==> src/rtl/region_bus_ctrl.sv <==
// rtl/region_bus_ctrl.sv - CPU request decoder/sequencer over N wait-stated regions plus read-only ctrl words.
// Optional BUS_ERR_REPORT_EN: error responses and a saturating err_count output.
module region_bus_ctrl #(
   parameter int                      N_REGIONS   = 4,
   parameter logic [N_REGIONS*32-1:0] REGION_BASE = {32'h0000_3000, 32'h0000_2000, 32'h0000_1000, 32'h0000_0000},
   parameter logic [N_REGIONS*32-1:0] REGION_MASK = {4{32'hFFFF_F000}},
   parameter logic [N_REGIONS*4-1:0]  WAIT_STATES = {4'd0, 4'd2, 4'd1, 4'd1},
   parameter int                      N_CTRL      = 2,
   parameter logic [31:0]             CTRL_BASE   = 32'h0000_F000
) (
   input  logic                      clk,
   input  logic                      reset,
   input  logic                      req_valid,
   input  logic                      req_we,
   input  logic [31:0]               req_addr,
   input  logic [31:0]               req_wd,
   output logic                      req_ready,
   output logic                      resp_valid,
   output logic [31:0]               resp_rd,
   output logic                      resp_err,
   input  logic [N_CTRL*32-1:0]      ctrl_val,
   output logic [N_REGIONS-1:0]      reg_we,
   output logic [N_REGIONS*32-1:0]   reg_addr,
   output logic [31:0]               reg_wd,
   input  logic [N_REGIONS*32-1:0]   reg_rd
`ifdef BUS_ERR_REPORT_EN
   ,
   output logic [15:0]               err_count
`endif
);

   localparam int SW = (N_REGIONS > 1) ? $clog2(N_REGIONS) : 1;
   localparam int CW = (N_CTRL > 1) ? $clog2(N_CTRL) : 1;

   typedef enum logic [1:0] {S_IDLE, S_ACCESS, S_RESP} state_t;

   state_t          r_state;
   state_t          w_next;
   logic            r_we;
   logic [31:0]     r_addr;
   logic [31:0]     r_wd;
   logic            r_is_ctrl;
   logic [SW-1:0]   r_sel;
   logic [CW-1:0]   r_cidx;
   logic [3:0]      r_cnt;
   logic            r_first;
   logic [31:0]     r_rdata;
`ifdef BUS_ERR_REPORT_EN
   logic            r_err;
`endif

   logic            w_accept;
   logic [31:0]     w_ctrl_off;
   logic            w_ctrl_hit;
   logic [CW-1:0]   w_ctrl_idx;
   logic            w_reg_hit;
   logic [SW-1:0]   w_reg_sel;
   logic [3:0]      w_wait;
   logic [31:0]     w_reg_data;
   logic [31:0]     w_ctrl_data;

   // Address decode; ctrl window overrides regions, lowest region index wins.
   always_comb begin
      w_ctrl_off = req_addr - CTRL_BASE;
      w_ctrl_hit = (req_addr >= CTRL_BASE) && (w_ctrl_off < 32'(4 * N_CTRL));
      w_ctrl_idx = w_ctrl_off[CW+1:2];
      w_reg_hit  = 1'b0;
      w_reg_sel  = '0;
      for (int i = N_REGIONS - 1; i >= 0; i--) begin
         if ((req_addr & REGION_MASK[32*i +: 32]) == REGION_BASE[32*i +: 32]) begin
            w_reg_hit = 1'b1;
            w_reg_sel = i[SW-1:0];
         end
      end
      w_wait = '0;
      for (int i = 0; i < N_REGIONS; i++) begin
         if (w_reg_sel == i[SW-1:0]) w_wait = WAIT_STATES[4*i +: 4];
      end
   end

   always_comb begin
      w_reg_data  = '0;
      w_ctrl_data = '0;
      for (int i = 0; i < N_REGIONS; i++) begin
         if (r_sel == i[SW-1:0]) w_reg_data = reg_rd[32*i +: 32];
      end
      for (int i = 0; i < N_CTRL; i++) begin
         if (r_cidx == i[CW-1:0]) w_ctrl_data = ctrl_val[32*i +: 32];
      end
   end

   assign w_accept = req_valid && (r_state == S_IDLE);

   always_ff @(posedge clk or negedge reset) begin
      if (!reset) begin
         r_state   <= S_IDLE;
         r_we      <= 1'b0;
         r_addr    <= '0;
         r_wd      <= '0;
         r_is_ctrl <= 1'b0;
         r_sel     <= '0;
         r_cidx    <= '0;
         r_cnt     <= '0;
         r_first   <= 1'b0;
         r_rdata   <= '0;
      end else begin
         r_state <= w_next;
         if (w_accept) begin
            r_we      <= req_we;
            r_addr    <= req_addr;
            r_wd      <= req_wd;
            r_is_ctrl <= w_ctrl_hit;
            r_sel     <= w_reg_sel;
            r_cidx    <= w_ctrl_idx;
            r_cnt     <= w_ctrl_hit ? 4'd0 : w_wait;
            r_first   <= 1'b1;
            r_rdata   <= '0;
         end else if (r_state == S_ACCESS) begin
            r_first <= 1'b0;
            if (r_cnt != 4'd0) begin
               r_cnt <= r_cnt - 4'd1;
            end else if (!r_we) begin
               r_rdata <= r_is_ctrl ? w_ctrl_data : w_reg_data;
            end
         end
      end
   end

`ifdef BUS_ERR_REPORT_EN
   // Error = unmapped target or a write into the read-only ctrl window.
   always_ff @(posedge clk or negedge reset) begin
      if (!reset) begin
         r_err     <= 1'b0;
         err_count <= '0;
      end else begin
         if (w_accept) r_err <= !(w_ctrl_hit || w_reg_hit) || (w_ctrl_hit && req_we);
         if ((r_state == S_RESP) && r_err && (err_count != 16'hFFFF)) err_count <= err_count + 16'd1;
      end
   end
`endif

   always_comb begin
      w_next     = r_state;
      req_ready  = 1'b0;
      resp_valid = 1'b0;
      resp_rd    = '0;
      resp_err   = 1'b0;
      reg_we     = '0;
      reg_addr   = '0;
      reg_wd     = r_wd;
      case (r_state)
         S_IDLE: begin
            req_ready = 1'b1;
            if (req_valid) w_next = (w_ctrl_hit || w_reg_hit) ? S_ACCESS : S_RESP;
         end
         S_ACCESS: begin
            if (r_cnt == 4'd0) w_next = S_RESP;
            for (int i = 0; i < N_REGIONS; i++) begin
               if (!r_is_ctrl && (r_sel == i[SW-1:0])) begin
                  reg_addr[32*i +: 32] = r_addr - REGION_BASE[32*i +: 32];
                  reg_we[i]            = r_first && r_we;
               end
            end
         end
         S_RESP: begin
            w_next     = S_IDLE;
            resp_valid = 1'b1;
            resp_rd    = r_rdata;
`ifdef BUS_ERR_REPORT_EN
            resp_err   = r_err;
`endif
         end
         default: w_next = S_IDLE;
      endcase
   end

endmodule

==> config.mk <==
export PLATFORM = sky130hd
export DESIGN_NAME = region_bus_ctrl
export DESIGN_NICKNAME = d
export VERILOG_FILES = /design/src/rtl/region_bus_ctrl.sv
export SDC_FILE = /design/constraint.sdc
export NUM_CORES = 1
export LEC_CHECK = 0
export BUFFER_PORTS_ARGS = -buffer_cell sky130_fd_sc_hd__buf_2
export CORE_AREA = 2 2 180 182
export DETAILED_ROUTE_END_ITERATION = 8
export DIE_AREA = 0 0 182 184
export GPL_TIMING_DRIVEN = 1
export PLACE_DENSITY = 0.46
export SKIP_CTS_REPAIR_TIMING = 1
export SYNTH_ARGS = -nofsm -noshare
export SYNTH_HDL_FRONTEND = slang
export SYNTH_SLANG_ARGS = --single-unit
==> constraint.sdc <==
create_clock -name clk -period 9.7 [get_ports clk]
set_input_delay 2.91 -clock clk [delete_from_list [all_inputs] [get_ports clk]]
set_output_delay 2.91 -clock clk [all_outputs]
set_load 0.02 [all_outputs]
Yosys cells after proc, flatten, opt, wreduce, memory -nomap -nowiden
Cells that the tools add are included.
{"block": "word_totals", "out_inout_bits": 199, "latch_bits": 0, "n_memories": 0, "ramBits": 0, "input_bits": 260, "regBits": 108, "wordCells": 97, "mem_bits_ro": 0}
{"block": "classes", "reduce_logical": 20, "n_addsub": 5, "multipliers": 0, "n_lt_le_gt_ge": 2, "bitwise_logic": 0, "n_div": 0, "mux": 45, "shift": 0, "eq_ne": 15}
{"operator": "two-way mux 32 bit", "count": 15}
{"operator": "two-way mux 128 bit", "count": 1}
{"operator": "subtractor 32 x 14 -> 32 bit (second input constant)", "count": 2}
{"operator": "== test 20 x 2 -> 1 bit (second input constant)", "count": 2}
{"operator": ">= comparator 32 x 16 -> 1 bit (second input constant)", "count": 1}
{"operator": "logical NOT 32 bit", "count": 1}
{"operator": "less-than comparator 32 x 4 -> 1 bit (second input constant)", "count": 1}
{"operator": "two-way mux 4 bit", "count": 8}
{"operator": "subtractor 32 x 13 -> 32 bit (second input constant)", "count": 1}
{"operator": "subtractor 32 x 16 -> 32 bit (second input constant)", "count": 1}
{"operator": "== test 20 x 1 -> 1 bit (second input constant)", "count": 1}
{"operator": "two-way mux 2 bit", "count": 7}
{"operator": "two-way mux 1 bit", "count": 13}
{"operator": "== test 2 bit (second input constant)", "count": 5}
{"operator": "logical AND 1 bit", "count": 7}
{"operator": "== test 2 x 1 -> 1 bit (second input constant)", "count": 3}
{"operator": "logical NOT 2 bit", "count": 3}
{"operator": "logical NOT 4 bit", "count": 1}
{"operator": "!= test 2 x 1 -> 1 bit (second input constant)", "count": 2}
{"operator": "!= test 2 bit (second input constant)", "count": 2}
{"operator": "one-hot mux 2 bit (2 select lines)", "count": 1}
{"operator": "AND reduction 2 bit", "count": 2}
{"operator": "nonzero test 2 bit", "count": 2}
{"operator": "nonzero test 4 bit", "count": 1}
{"operator": "4 further kinds", "count": 4}

Logic depth before layout (Yosys ltp)
Gate-level depths: netlist of the first run.
{"block": "logic_depth", "word_depth": 12, "mapped_depth": 8, "depth_no_buf": 6}

Worst setup path before layout of the first run
OpenSTA, ideal clock, no wires.
{"block": "synth_path", "path_type": "flip-flop to output port", "start": "register r_addr[14]", "end": "output port reg_addr[125]", "arrival_ps": 2429, "slack_ps": 4361, "stages_incl_launch_ff": 8, "required_ps": 6790, "path_buffers": 1, "path_cell_list": "dfrtp_1 -> clkbuf_1 -> inv_1 -> ha_1 -> a2111oi_2 -> nand3_1 -> or3_1 -> a21oi_1"}
{"block": "synth_between", "elab_chain_cells": 3}
{"item": "from (decl)", "line_no": "40", "rtl": "logic [31:0] r_addr;"}
{"item": "from (signal assigned)", "line_no": "110", "rtl": "r_addr <= req_addr;"}
{"item": "subtractor 32 x 14 -> 32 bit", "line_no": "160", "rtl": "reg_addr[32*i +: 32] = r_addr - REGION_BASE[32*i +: 32];"}
{"item": "two-way mux 32 bit", "line_no": "159", "rtl": "if (!r_is_ctrl && (r_sel == i[SW-1:0])) begin"}
{"item": "two-way mux 128 bit", "line_no": "151", "rtl": "case (r_state)"}
{"item": "to (decl)", "line_no": "23", "rtl": "output logic [N_REGIONS*32-1:0] reg_addr,"}
Every way passes these cells.

Worst setup path in the final report of the first run
Ends and elaborated chain as after synthesis.

==> results of run 1 <==
critical path: stages, from the launching register on:
cell and delay [ns]:
dfrtp_1 0.57, inv_1 0.17, ha_1 0.24, a2111oi_2 0.79, nand3_1 0.26, or3_1 0.37
a21oi_1 0.15, buf_2 0.20
power by group through the flow:
stage	combinational (uW)	clock, uW	sequential [uW]
finish	289	389	538
global route	324	426	545
CTS	292	412	537
detailed placement	291	0	544
global placement	292	0	545
floorplan	165	0	534
metrics by stage:
| stage | hold slack (ns) | instances | setup slack (ns) | utilization | area (um^2) |
|---|---|---|---|---|---|
| global route | 0.502 | 1816 | 3.46 | 0.338 | 10600 |
| floorplan | 0.458 | 1016 | 4.36 | - | 7780 |
| global placement | 0.453 | 1800 | 4.17 | 0.328 | 10300 |
| detailed placement | 0.457 | 1800 | 4.10 | 0.328 | 10300 |
| finish | 0.474 | 1817 | 3.69 | 0.338 | 10600 |
| CTS | 0.479 | 1816 | 3.70 | 0.338 | 10600 |
state kept, by name, summed over array words and instances (netlist names):
name,cells
r_sel,2
r_cnt,4
r_first,1
r_state,2
reg_wd,32
r_rdata,32
r_we,1
r_is_ctrl,1
r_addr,32
kinds of logic (layout without fill, tap and decap cells):
kind of cell,after synthesis,after routing,share of synthesized area
compound gates,168,168,0.134
flops,107,107,0.344
other cells,1,2,0.000482
fa+ha+maj,6,6,0.00965
xor+xnor,34,34,0.0383
mux,66,66,0.0880
simple gates,537,537,0.331
buf+inv,97,495,0.0544
path summary, 6_finish.rpt:
check	startpoint	to	slack, ns	depth (start not counted)
hold reg to reg	reg_wd[31]	reg_wd[31]	0.47	2
setup / recovery	r_addr[14]	reg_addr[125]	3.69	7
max in group asynchronous	reset	r_addr[2]	5.74	2
setup reg to reg	r_sel[1]	r_rdata[27]	7.08	5
min in group asynchronous	reset	r_rdata[27]	2.52	1
hold / removal	reg_wd[31]	reg_wd[31]	0.47	2
per-layer routing:
metal,up-vias,GRT usage
li1,4214,-
met1,4068,0.255
met2,317,0.325
met3,39,0.0430
met4,0,0.0494
met5,-,0
cells in the final DEF, fill, tap and decap left out, drive strengths merged, types with 14 or more instances in the layout:
cell and count:
buf 468, nand2 241, dfrtp 107, nor2 90, and2 87, a21oi 57, mux2i 47, o21ai 34
xor2 22, nand2b 21, o22ai 20, mux2 19, a32o 18, or3 15, a31oi 15, a21o 14
inv 14
layout make-up:
cell class                 count  share of cell area
sequential                   107               0.253
tap                          402              0.0474
antenna                        1            0.000236
timing repair buffer         468               0.224
inverter                      11             0.00389
clock buffer                   9              0.0212
clock inverter                 7             0.00731
multi-input combinational    812               0.444
==> results.yml, run 1 <==
setup_path:
  cp_max_fo: 14
  crit_arrival_ns: 3.10
  startpoint_type: "register"
  path_class: "reg -> out"
  cp.required_ns: 6.79
  critPathCaptureType: "output pin"
power:
  vdd_drop_max_mv: 0.105
  power_frac_comb: 0.238
  powerDensity_mw_per_mm2: 115
  p_sw_uw: 433
  power.internal_uw: 782
  swShare: 0.357
  p_leak_uw: 0.00567
  clkPwrFrac: 0.320
  finalPower_uw: 1220
  power_frac_seq: 0.442
global_route:
  grt_first_pass_wirelength_um: 50700
  grt_usage: 0.195
  grt_pass1_vias: 8728
  globalRoute.totalOverflow: 0
  grt_max_degree: 85
  antenna_found_initial: 0
timing:
  max_clock_freq_ghz: 0.166
  relSlewSlack: 0.218
  worst_pin_slew_ns: 1.17
  tns_ns: 0
  slew_violations: 0
  rsz0062_at_grt: "no"
  fin_crit_ns: 6.01
  setup_violations: 0
  fin_skew_ns: 0.0172
  period_share: 0.619
  finalHoldViolations: 0
cts:
  cts_max_level: 3
  clock_path_buffers: 2
  clock-sinks: 107
  cts-root-buf: "clkbuf_16"
  clk_latency_ns: 0.36
  cts_tree: "built"
  clkTransAtPathRegs_ns: 0.08
  cts_made_buffers: 9
synth:
  synth_top_area_share: 0.344
  synthArstFlopShare: 1.00
  synth_common_cells: "nand2_1, dfrtp_1, nor2_1"
  yosys_warnings: 0
  synth.largest_area_cell: "dfrtp_1"
  synth-seq-cells: 107
  synth_area_leaders: "dfrtp_1, nand2_1, and2_1"
  synth_most_common_cell: "nand2_1"
  synth_area_per_cell_um2: 7.65
  syn_nets: 1282
  syn_inst: 1016
  synth_edf_count: 0
  synth.cell_area_mm2: 0.00778
  ys_seq_area_frac: 0.344
  ys.flop_type: "dfrtp_1"
  ys_types: 51
routing:
  drt-pass1-iter-count: 6
  postRouteAntennaNets: 0
  dr_wl_met3_um: 2130
  num_vias: 8638
  wl_met2_um: 15700
  drtIter0Drc: 410
  routed.top_layer: "met4"
  drc: 0
  vias_per_cell: 4.75
  wl_met1_um: 14800
  wirelength_um: 33300
  avgRoutedWirePerCell_um: 18.3
floorplanning:
  core_area_mm2: 0.0314
  dieArea_mm2: 0.0335
  die_w_um: 182
  ios: 459
  die_h_um: 184
  initial_core_util: 0.248
  std_cell_rows: 65
layout:
  drive_above_1_share: 0.372
  register_area_mm2: 0.00268
  area_growth_pct: 36.4
  num-fill-cells: 3466
  multi_input_comb_area_mm2: 0.00471
  nNetsFinal: 1675
placement:
  dpl.hpwl_um: 24700
  gp_congestion: 0.845
  io_buffers: 457
worst_hold_path:
  min_path_type: "reg -> reg"
flow_run:
  max-cap-violations: 0
status:
  outcome: "finished, final reports clean"
Power figures use the tool's default switching activity.
==> inputs of run 2 (changes only) <==
==> constraint.sdc (replaced) <==
create_clock -name clk -period 6.14 [get_ports clk]
set_input_delay 1.842 -clock clk [delete_from_list [all_inputs] [get_ports clk]]
set_output_delay 1.842 -clock clk [all_outputs]
set_load 0.02 [all_outputs]
==> results.yml, run 2 (synthesized netlist as in run 1, its figures left out) <==
setup_path:
  cpMaxStageDelayCell: "or4_4"
  cp_top_family: "simple AND/OR/NAND/NOR gates"
  cp_max_fo: 14
  crit_chain: "inv_1, ha_1, inv_1, or4_4, or3_1, a21oi_1, buf_2"
  path_class: "reg -> out"
  cp.required_ns: 4.30
  critPathCaptureType: "output pin"
  crit_path_frequent_cell: "inv_1"
  startpoint_type: "register"
  crit_arrival_ns: 2.99
  path_buf_inv: 3
  slowest_delay_ns: 0.55
status:
  outcome: "finished, final reports clean"
placement:
  gp_congestion: 0.858
  io_buffers: 457
  placed_cells_incl_taps: 1802
  dpl.hpwl_um: 24600
cts:
  cts_max_level: 3
  cts-root-buf: "clkbuf_16"
  clk_latency_ns: 0.36
  cts_tree: "built"
  clock_path_buffers: 2
  clock-sinks: 107
  clkTransAtPathRegs_ns: 0.09
  cts_made_buffers: 9
floorplanning:
  ios: 459
  die_w_um: 182
  dieArea_mm2: 0.0335
  core_area_mm2: 0.0314
  std_cell_rows: 65
  die_h_um: 184
  initial_core_util: 0.248
timing:
  slew_violations: 0
  worst_pin_slew_ns: 1.06
  tns_ns: 0
  relSlewSlack: 0.290
  rsz0062_at_grt: "no"
  max_clock_freq_ghz: 0.207
  finalHoldViolations: 0
  setup_violations: 0
  fin_skew_ns: 0.0186
  period_share: 0.787
  fin_crit_ns: 4.83
routing:
  drc: 0
  vias_per_cell: 4.72
  drtIter0Drc: 470
  avgRoutedWirePerCell_um: 18.1
  wirelength_um: 32900
  postRouteAntennaNets: 0
  drt-pass1-iter-count: 4
  num_vias: 8588
power:
  p_leak_uw: 0.00568
  powerDensity_mw_per_mm2: 182
  vdd_drop_max_mv: 0.124
global_route:
  grt_first_pass_wirelength_um: 49700
  grt_usage: 0.191
  globalRoute.totalOverflow: 0
  grt_max_degree: 85
  antenna_found_initial: 2
  grt_pass1_vias: 8631
flow_run:
  max-cap-violations: 0
layout:
  area_growth_pct: 36.8
  drive_above_1_share: 0.373
  nNetsFinal: 1677
  num-fill-cells: 3466
  final_cell_mix: "buf_2, nand2_1, dfrtp_1"
  mostFrequentLayoutCell: "buf_2"
  instances_no_fill: 1819
worst_hold_path:
  min_path_type: "reg -> reg"
## run 2: final cells by class
class,instances,area (um^2),area share
clock buffer,9,225,0.0212
antenna,1,2.50,0.000235
multi-input combinational,812,4710,0.442
sequential,107,2680,0.252
tap,402,503,0.0473
clock inverter,7,93.8,0.00882
inverter,11,41.3,0.00388
timing repair buffer,470,2390,0.224
## run 2: per-layer routing
layer	GRT usage	vias up	share of wire
met2	0.329	295	0.48
met3	0.0448	30	0.062
met5	0	-	0.00021
li1	-	4212	-
met4	0.0442	2	0.015
met1	0.243	4049	0.44
## run 2: worst paths after layout
path,from,depth (start not counted),to,slack (ns)
worst max-delay path,r_addr[14],7,reg_addr[59],1.31
worst min-delay path,reg_wd[31],2,reg_wd[31],0.48
worst max register to register,r_sel[0],5,r_rdata[14],3.70
worst min register to register,reg_wd[31],2,reg_wd[31],0.48
max in group asynchronous,reset,2,r_addr[24],3.43
min in group asynchronous,reset,1,reg_wd[28],1.59
## run 2: metrics by stage
stage	util	total power [uW]	hold WS (ns)	setup slack [ns]	instance area, um^2
CTS	0.339	1980	0.481	1.30	10600
global placement	0.329	1320	0.453	1.73	10300
floorplan	-	1100	0.458	1.87	7780
global route	0.339	2060	0.497	1.09	10600
detailed placement	0.329	1320	0.458	1.71	10300
finish	0.339	1940	0.475	1.31	10600
## run 2: power by group
part           total [uW]  leakage (uW)  internal, uW  switching, uW
Clock                 631      0.000153           297            334
Combinational         456       0.00416           187            270
Sequential            849       0.00137           759           89.3
Total                1940       0.00568          1240            693
## run 2: tightest hold or removal path: stages (launching register included)
cell and delay, ns:
dfrtp_1 0.35, nand2_1 0.05, nand2_1 0.05
==> inputs of run 3 (changes only) <==
==> constraint.sdc (replaced) <==
create_clock -name clk -period 4.75 [get_ports clk]
set_input_delay 1.425 -clock clk [delete_from_list [all_inputs] [get_ports clk]]
set_output_delay 1.425 -clock clk [all_outputs]
set_load 0.02 [all_outputs]
==> results.yml, run 3 (synthesized netlist as in run 1, its figures left out) <==
cts:
  cts_made_buffers: 9
  clk_latency_ns: 0.36
  clkTransAtPathRegs_ns: 0.09
  cts-root-buf: "clkbuf_16"
  clock_path_buffers: 2
  cts_max_level: 3
  clock-sinks: 107
  cts_tree: "built"
timing:
  rsz0062_at_grt: "no"
  finalHoldViolations: 0
  tns_ns: 0
  fin_crit_ns: 4.41
  slew_violations: 0
  max_clock_freq_ghz: 0.227
  relSlewSlack: 0.314
  fin_skew_ns: 0.0147
  holdWs_ns: 0.477
  period_share: 0.928
  setup_violations: 0
  worst_pin_slew_ns: 1.03
layout:
  drive_above_1_share: 0.375
  nNetsFinal: 1681
  multi_input_comb_area_mm2: 0.00471
  final_cell_mix: "buf_2, nand2_1, dfrtp_1"
  num-fill-cells: 3472
  register_area_mm2: 0.00268
  mostFrequentLayoutCell: "buf_2"
  instances_no_fill: 1824
  area_growth_pct: 37.4
placement:
  dpl.hpwl_um: 24700
  gp_congestion: 0.886
  placed_cells_incl_taps: 1806
  io_buffers: 457
routing:
  postRouteAntennaNets: 0
  num_vias: 8634
  drc: 0
  vias_per_cell: 4.73
  drtIter0Drc: 397
  avgRoutedWirePerCell_um: 17.9
  wirelength_um: 32700
  drt-pass1-iter-count: 7
floorplanning:
  ios: 459
  std_cell_rows: 65
  dieArea_mm2: 0.0335
  die_h_um: 184
  core_area_mm2: 0.0314
  initial_core_util: 0.248
  die_w_um: 182
power:
  powerDensity_mw_per_mm2: 234
  clkPwrFrac: 0.323
  power_frac_comb: 0.238
  vdd_drop_max_mv: 0.185
  p_leak_uw: 0.00570
  swShare: 0.356
  power_frac_seq: 0.439
  power.internal_uw: 1610
  finalPower_uw: 2490
  p_sw_uw: 888
global_route:
  grt_first_pass_wirelength_um: 49500
  grt_usage: 0.190
  grt_max_degree: 85
  grt_pass1_vias: 8558
  antenna_found_initial: 2
  globalRoute.totalOverflow: 0
setup_path:
  path_class: "reg -> out"
  reg2reg_slack_ns: 2.39
  crit_arrival_ns: 2.98
  critPathCaptureType: "output pin"
  startpoint_type: "register"
  cp.required_ns: 3.32
  cp_max_fo: 14
flow_run:
  max-cap-violations: 0
worst_hold_path:
  min_path_type: "reg -> reg"
status:
  outcome: "finished, final reports clean"
-- run 3: per-stage QoR --
| stage | worst slack [ns] | instance area [um^2] | utilization |
|---|---|---|---|
| floorplan | 0.896 | 7780 | - |
| global placement | 0.781 | 10400 | 0.330 |
| detailed placement | 0.717 | 10400 | 0.330 |
| CTS | 0.305 | 10700 | 0.340 |
| global route | 0.182 | 10700 | 0.340 |
| finish | 0.344 | 10700 | 0.340 |
-- run 3: metal layers --
metal | vias up | track usage | part of all wire
li1 | 4234 | - | -
met1 | 4079 | 0.241 | 0.44
met2 | 302 | 0.328 | 0.48
met3 | 19 | 0.0468 | 0.068
met4 | 0 | 0.0416 | 0.010
met5 | - | 0 | 0
-- run 3: cell type report --
cell class / instances / area share
clock inverters: 7 / 0.00843
inverters: 11 / 0.00386
repair buffers: 474 / 0.227
flip-flops and latches: 107 / 0.251
multi-input cells: 812 / 0.441
diodes: 2 / 0.000468
clock buffers: 9 / 0.0211
well taps: 402 / 0.0471
-- run 3: worst paths after layout --
path                             from      endpoint  cells after the start
min in group asynchronous       reset    reg_wd[29]                      1
hold reg to reg            reg_wd[14]    reg_wd[14]                      2
hold / removal             reg_wd[14]    reg_wd[14]                      2
max in group asynchronous       reset    r_addr[20]                      2
setup reg to reg             r_sel[0]   r_rdata[16]                      5
setup / recovery           r_addr[14]  reg_addr[59]                      7
-- run 3: power groups by stage --
stage,clock [uW],sequential (uW),combinational (uW)
after floorplan,0,1090,338
after global placement,0,1110,600
after detailed placement,0,1110,600
after CTS,854,1100,600
after global routing,882,1110,662
final,805,1100,594
-- run 3: critical path: stages, from the launching register on --
cell     delay [ns]
dfrtp_1        0.52
inv_1          0.19
ha_1           0.44
inv_1          0.16
or4_4          0.55
or3_1          0.36
a21oi_1        0.20
buf_2          0.20
